## config.mk

```make
export PLATFORM = sky130hd
export DESIGN_NAME = key_conditioner_flat
export DESIGN_NICKNAME = d
export VERILOG_FILES = /design/src/rtl/key_conditioner_if.sv /design/src/rtl/key_conditioner.sv /design/src/flat_wrapper.sv
export SDC_FILE = /design/constraint.sdc
export NUM_CORES = 1
export LEC_CHECK = 0
export BUFFER_PORTS_ARGS = -buffer_cell sky130_fd_sc_hd__buf_2
export CAP_MARGIN = 20
export CORE_ASPECT_RATIO = 1.5
export CORE_UTILIZATION = 55
export CTS_CLUSTER_DIAMETER = 80
export DETAILED_ROUTE_END_ITERATION = 16
export GPL_ROUTABILITY_DRIVEN = 0
export PLACE_DENSITY = 0.74
export SYNTH_ARGS = -nofsm -noshare
export SYNTH_HDL_FRONTEND = slang
export SYNTH_SLANG_ARGS = --single-unit
```

## constraint.sdc

```tcl
create_clock -name clk -period 5.1 [get_ports clk]
set_input_delay 0.51 -clock clk [delete_from_list [all_inputs] [get_ports clk]]
set_output_delay 0.51 -clock clk [all_outputs]
set_load 0.01 [all_outputs]
```

## src/rtl/key_conditioner_if.sv

```systemverilog
// Key conditioner bus: raw key pins in, debounced levels, edge strobes,
// sticky capture flags and interrupt out, plus capture-clear and irq enables.
//   master : drives key_in, clr_wr, clr_mask, irq_en; observes the rest
//   slave  : the conditioner itself
interface key_conditioner_if #(
  parameter int unsigned CHANNELS = 4
);
  logic [CHANNELS-1:0] key_in;
  logic [CHANNELS-1:0] level_out;
  logic [CHANNELS-1:0] press_pulse;
  logic [CHANNELS-1:0] release_pulse;
  logic [CHANNELS-1:0] edge_capture;
  logic                clr_wr;
  logic [CHANNELS-1:0] clr_mask;
  logic [CHANNELS-1:0] irq_en;
  logic                irq;

  modport master (
    output key_in, clr_wr, clr_mask, irq_en,
    input  level_out, press_pulse, release_pulse, edge_capture, irq
  );

  modport slave (
    input  key_in, clr_wr, clr_mask, irq_en,
    output level_out, press_pulse, release_pulse, edge_capture, irq
  );
endinterface

```

## src/rtl/key_conditioner.sv

```systemverilog
// N-channel push-button front end: synchroniser, polarity normalisation,
// counter debounce, press/release strobes, sticky press capture with masked
// clear, and a level interrupt.
//   clk  : system clock
//   rst  : synchronous reset, active-high
//   bus  : key_conditioner_if.slave (key_in, clr_wr, clr_mask, irq_en in;
//          level_out, press_pulse, release_pulse, edge_capture, irq out)
module key_conditioner #(
  parameter int unsigned CHANNELS        = 4,
  parameter int unsigned SYNC_STAGES     = 2,
  parameter int unsigned DEBOUNCE_CYCLES = 500000,
  parameter bit          ACTIVE_LOW      = 1'b1
) (
  input  logic                  clk,
  input  logic                  rst,
  key_conditioner_if.slave      bus
);

  localparam int unsigned CW = $clog2(DEBOUNCE_CYCLES + 1);
  localparam logic [CHANNELS-1:0] IDLE = {CHANNELS{ACTIVE_LOW}};
  localparam logic [CW-1:0] CNT_LAST = CW'(DEBOUNCE_CYCLES - 1);

  logic [SYNC_STAGES-1:0][CHANNELS-1:0] sync_q, sync_d;
  logic [CHANNELS-1:0][CW-1:0]          cnt_q, cnt_d;
  logic [CHANNELS-1:0] level_q, level_d;
  logic [CHANNELS-1:0] press_q, press_d;
  logic [CHANNELS-1:0] release_q, release_d;
  logic [CHANNELS-1:0] cap_q, cap_d;
  logic [CHANNELS-1:0] sample_c;
  logic [CHANNELS-1:0] toggle_c;

  // Synchroniser shift, then normalise so 1 always means pressed
  assign sync_d   = {sync_q[SYNC_STAGES-2:0], bus.key_in};
  assign sample_c = sync_q[SYNC_STAGES-1] ^ IDLE;

  // Debounce: count consecutive disagreeing samples, toggle on the last one
  always_comb begin
    cnt_d    = cnt_q;
    toggle_c = '0;
    for (int i = 0; i < int'(CHANNELS); i++) begin
      if (sample_c[i] == level_q[i]) begin
        cnt_d[i] = '0;
      end else if (cnt_q[i] == CNT_LAST) begin
        cnt_d[i]    = '0;
        toggle_c[i] = 1'b1;
      end else begin
        cnt_d[i] = cnt_q[i] + CW'(1);
      end
    end
  end

  // Strobes line up with the cycle the new level first appears; a new press
  // beats a simultaneous clear so no event is lost
  always_comb begin
    level_d   = level_q ^ toggle_c;
    press_d   = toggle_c & ~level_q;
    release_d = toggle_c & level_q;
    cap_d     = press_d | (cap_q & ~({CHANNELS{bus.clr_wr}} & bus.clr_mask));
  end

  always_ff @(posedge clk) begin
    if (rst) begin
      sync_q    <= {SYNC_STAGES{IDLE}};
      cnt_q     <= '0;
      level_q   <= '0;
      press_q   <= '0;
      release_q <= '0;
      cap_q     <= '0;
    end else begin
      sync_q    <= sync_d;
      cnt_q     <= cnt_d;
      level_q   <= level_d;
      press_q   <= press_d;
      release_q <= release_d;
      cap_q     <= cap_d;
    end
  end

  assign bus.level_out     = level_q;
  assign bus.press_pulse   = press_q;
  assign bus.release_pulse = release_q;
  assign bus.edge_capture  = cap_q;
  // Interrupt follows capture/enable combinationally
  assign bus.irq           = |(cap_q & bus.irq_en);

endmodule

```

## src/flat_wrapper.sv

```systemverilog
// flat-port wrapper written by rule: the top's interface ports become plain ports
module key_conditioner_flat 
#(
  parameter int unsigned CHANNELS        = 4,
  parameter int unsigned SYNC_STAGES     = 2,
  parameter int unsigned DEBOUNCE_CYCLES = 500000,
  parameter bit          ACTIVE_LOW      = 1'b1
)
  (clk, rst, bus_key_in, bus_clr_wr, bus_clr_mask, bus_irq_en, bus_level_out, bus_press_pulse, bus_release_pulse, bus_edge_capture, bus_irq);
  key_conditioner_if #(.CHANNELS(CHANNELS)) bus_i ();
  input  logic clk;
  input  logic rst;
  input wire logic [$bits(bus_i.key_in)-1:0] bus_key_in;
  input wire logic [$bits(bus_i.clr_wr)-1:0] bus_clr_wr;
  input wire logic [$bits(bus_i.clr_mask)-1:0] bus_clr_mask;
  input wire logic [$bits(bus_i.irq_en)-1:0] bus_irq_en;
  output wire logic [$bits(bus_i.level_out)-1:0] bus_level_out;
  output wire logic [$bits(bus_i.press_pulse)-1:0] bus_press_pulse;
  output wire logic [$bits(bus_i.release_pulse)-1:0] bus_release_pulse;
  output wire logic [$bits(bus_i.edge_capture)-1:0] bus_edge_capture;
  output wire logic [$bits(bus_i.irq)-1:0] bus_irq;
  assign bus_i.key_in = bus_key_in;
  assign bus_i.clr_wr = bus_clr_wr;
  assign bus_i.clr_mask = bus_clr_mask;
  assign bus_i.irq_en = bus_irq_en;
  assign bus_level_out = bus_i.level_out;
  assign bus_press_pulse = bus_i.press_pulse;
  assign bus_release_pulse = bus_i.release_pulse;
  assign bus_edge_capture = bus_i.edge_capture;
  assign bus_irq = bus_i.irq;
  key_conditioner #(.CHANNELS(CHANNELS), .SYNC_STAGES(SYNC_STAGES), .DEBOUNCE_CYCLES(DEBOUNCE_CYCLES), .ACTIVE_LOW(ACTIVE_LOW)) u_core (.clk(clk), .rst(rst), .bus(bus_i));
endmodule
```

==> impl_metrics.csv <==
group,metric,value,unit
die,core_region_area,7612,um2
worst_setup_path,cp.arrival,2.19,ns
sta,worst_pin_slew,0.7550,ns
synth,synth_area,4347,um2
sta,hold_viol_final,0,
worst_setup_path,cpLargestDelayFamily,"compound AO/OA/AOI/OAI gates",
grt,grt_pass1_vias,3250,
grt,grt_pass1_wl,13750,um
placement,io_buffers,31,
worst_setup_path,path_cells,"ha_1 -> and3_1 -> nand3_1 -> o21ai_2 -> nor2_1",
clock_tree,cts_tree,"done",
power,p_leak,1.624,nW
synth,yosys.area.top_type_share,46.06,%
layout,final_cell_mix,"dfxtp_1 (100), nor2_1 (91), xnor2_1 (38), buf_2 (31), nand3_1 (27)",
clock_tree,clkLatencyLatePin,0.34,ns
synth,yosysWarnings,0,
die,dieArea,8270,um2
synth,syn_inst,484,
sta,min_period,1.996,ns
route,drc,0,
sta,rsz0062_at_grt,"false",
synth,synth-async-reset-ratio,0,%
route,drtIter0Drc,155,
job,drv_cap,0,
worst_setup_path,worst_setup_path_end_kind,"register",
power,p_per_area,304.1,nW/um2
clock_tree,cts_sinks,100,
sta,fin_crit_sh,39.15,%
min_path,hold_class,"input pin to register",
die,die_h,110.9,um
route,routedWlPerCell,12.69,um
route,drt_pre_antenna_iters,6,
sta,fmax,500.9,MHz
sta,hold_slack,0.3481,ns
worst_setup_path,start_kind,"register",
synth,syn_avg_cell_area,8.981,um2
layout,antenna_cells,0,
clock_tree,hold_buffers,0,
status,status,"completed",
worst_setup_path,max_stage_delay,0.64,ns
synth,syn-num-nets,511,
layout,drive_gt1_share,13.27,%
clock_tree,h-tree-depth,3,
route,dr_total_vias,3378,
layout,layout_commonest_cell,"dfxtp_1",
grt,grt_util_all_layers,21.36,%
die,row_count,39,
clock_tree,cts.path.max_buffers,2,
clock_tree,cts_root_buffer,"clkbuf_16",
sta,relSlewSlack,49.66,%
synth,synth_edf_count,0,
die,initial_core_util,57.10,%
grt,grt_antenna_before_repair,0,
die,die_w,74.59,um
grt,grt_max_degree,29,
route,drtAntennaViolNets,0,
clock_tree,postCtsSetupBuffers,0,
layout,nets,542,
sta,fin_tns_setup,0,ns
route,wl,7892,um
sta,slew_viol_final,0,
placement,post-dp-hpwl,5455,um
worst_setup_path,slowest_stage,"o21ai_2",
clock_tree,clk_pin_slew,0.06,ns
layout,fill_cells,667,
layout,area_growth,12.32,%
synth,yosys-top-cells-area,"dfxtp_1 (46%), nor2_1 (7.9%), xnor2_1 (7.7%), xor2_1 (5.0%), nand4_1 (3.6%)",
power,power,1.485,mW
worst_setup_path,cp_num_buf_inv,0,
sta,fin_skew,0.008125,ns
clock_tree,cts_resized,0,
synth,ys.flop_type,"dfxtp_1",
worst_setup_path,crit_fanout,19,
clock_tree,cts_made_buffers,9,
worst_setup_path,crit_required,5.30,ns
worst_setup_path,critPathKind,"register to register",
synth,synth_top_area_cell,"dfxtp_1",
synth,yosysUniqueCellTypes,39,
synth,synth-seq-cells,100,
grt,overflow,0,
synth,ys_seq_area_share,46.06,%
power,ir_drop,0.2043,mV
sta,finalSetupViolations,0,
route,vias_per_cell,5.431,
die,io_pins,32,
[worst register-to-register path: stages (launching register included)]
cell and delay (ns):
dfxtp_1 0.38, ha_1 0.23, and3_1 0.29, nand3_1 0.19, o21ai_2 0.64, nor2_1 0.12
[power by group]
part           switching, mW  internal [mW]  total (mW)
Sequential           0.00178          0.785       0.786
Clock                  0.284          0.394       0.678
Combinational         0.0120        0.00807      0.0201
[path summary, 6_finish.rpt]
path                          from          endpoint  slack [ns]  cells past startpoint
setup reg to reg  u_core.cnt_q[38]  u_core.cnt_q[40]        3.10                      5
setup / recovery  u_core.cnt_q[38]  u_core.cnt_q[40]        3.10                      5
hold / removal       bus_key_in[2]  u_core.sync_d[6]        0.35                      2
hold reg to reg   u_core.sync_d[5]  u_core.sync_q[5]        0.41                      1
[cells in the mapped netlist, types with 3 or more instances]
master / n
a21oi_1: 13
a31o_2: 3
and3_1: 7
and4_1: 4
buf_2: 3
clkbuf_1: 5
dfxtp_1: 100
ha_1: 12
inv_1: 19
nand2_1: 22
nand3_1: 27
nand4_1: 25
nand4_4: 3
nor2_1: 91
nor2b_1: 9
nor3_1: 16
nor4_1: 17
o21ai_0: 6
or2_2: 9
or3_1: 3
or4_1: 4
xnor2_1: 38
xor2_1: 25
[area by class of cell]
cell class | instances | area [um2] | area share (%)
clock inverter | 5 | 61.31 | 1.256
clock buffer | 11 | 242.7 | 4.972
tap | 102 | 127.6 | 2.614
sequential | 100 | 2002 | 41.00
timing repair buffer | 32 | 166.4 | 3.409
inverter | 19 | 71.32 | 1.461
multi-input combinational | 353 | 2211 | 45.28
[cells by family after synthesis]
kind of cell	synth area share, %
flops	46.06
fa+ha+maj	3.454
compound gates	4.088
simple gates	30.63
buf+inv	3.080
xor+xnor	12.69
[metal layers]
metal	wire length [um]	up-vias	track usage (%)	share of wire [%]
met5	0	-	0	0
met4	167	0	10.69	2.1
met3	249	12	4.909	3.2
met2	4032	56	35.86	51
met1	3442	1575	24.56	44
li1	-	1735	-	-
[state kept, by name (all words and copies together), names as in the netlist]
register	cells
u_core.sync_d	4
u_core.bus.press_pulse	4
u_core.bus.release_pulse	4
u_core.bus.level_out	4
u_core.bus.edge_capture	4
u_core.sync_q	4
u_core.cnt_q	76
[stage by stage]
| step | instances | setup slack [ns] | util (%) | cell area [um2] |
|---|---|---|---|---|
| final | 622 | 3.104 | 64.14 | 4882 |
| after global routing | 622 | 2.924 | 64.14 | 4882 |
| after CTS | 622 | 3.075 | 64.14 | 4882 |
| after detailed placement | 606 | 3.102 | 60.14 | 4578 |
| after global placement | 605 | 2.993 | 59.99 | 4567 |
| after floorplan | 484 | 3.327 | - | 4347 |
No activity file was read; power rests on OpenSTA's default activity.
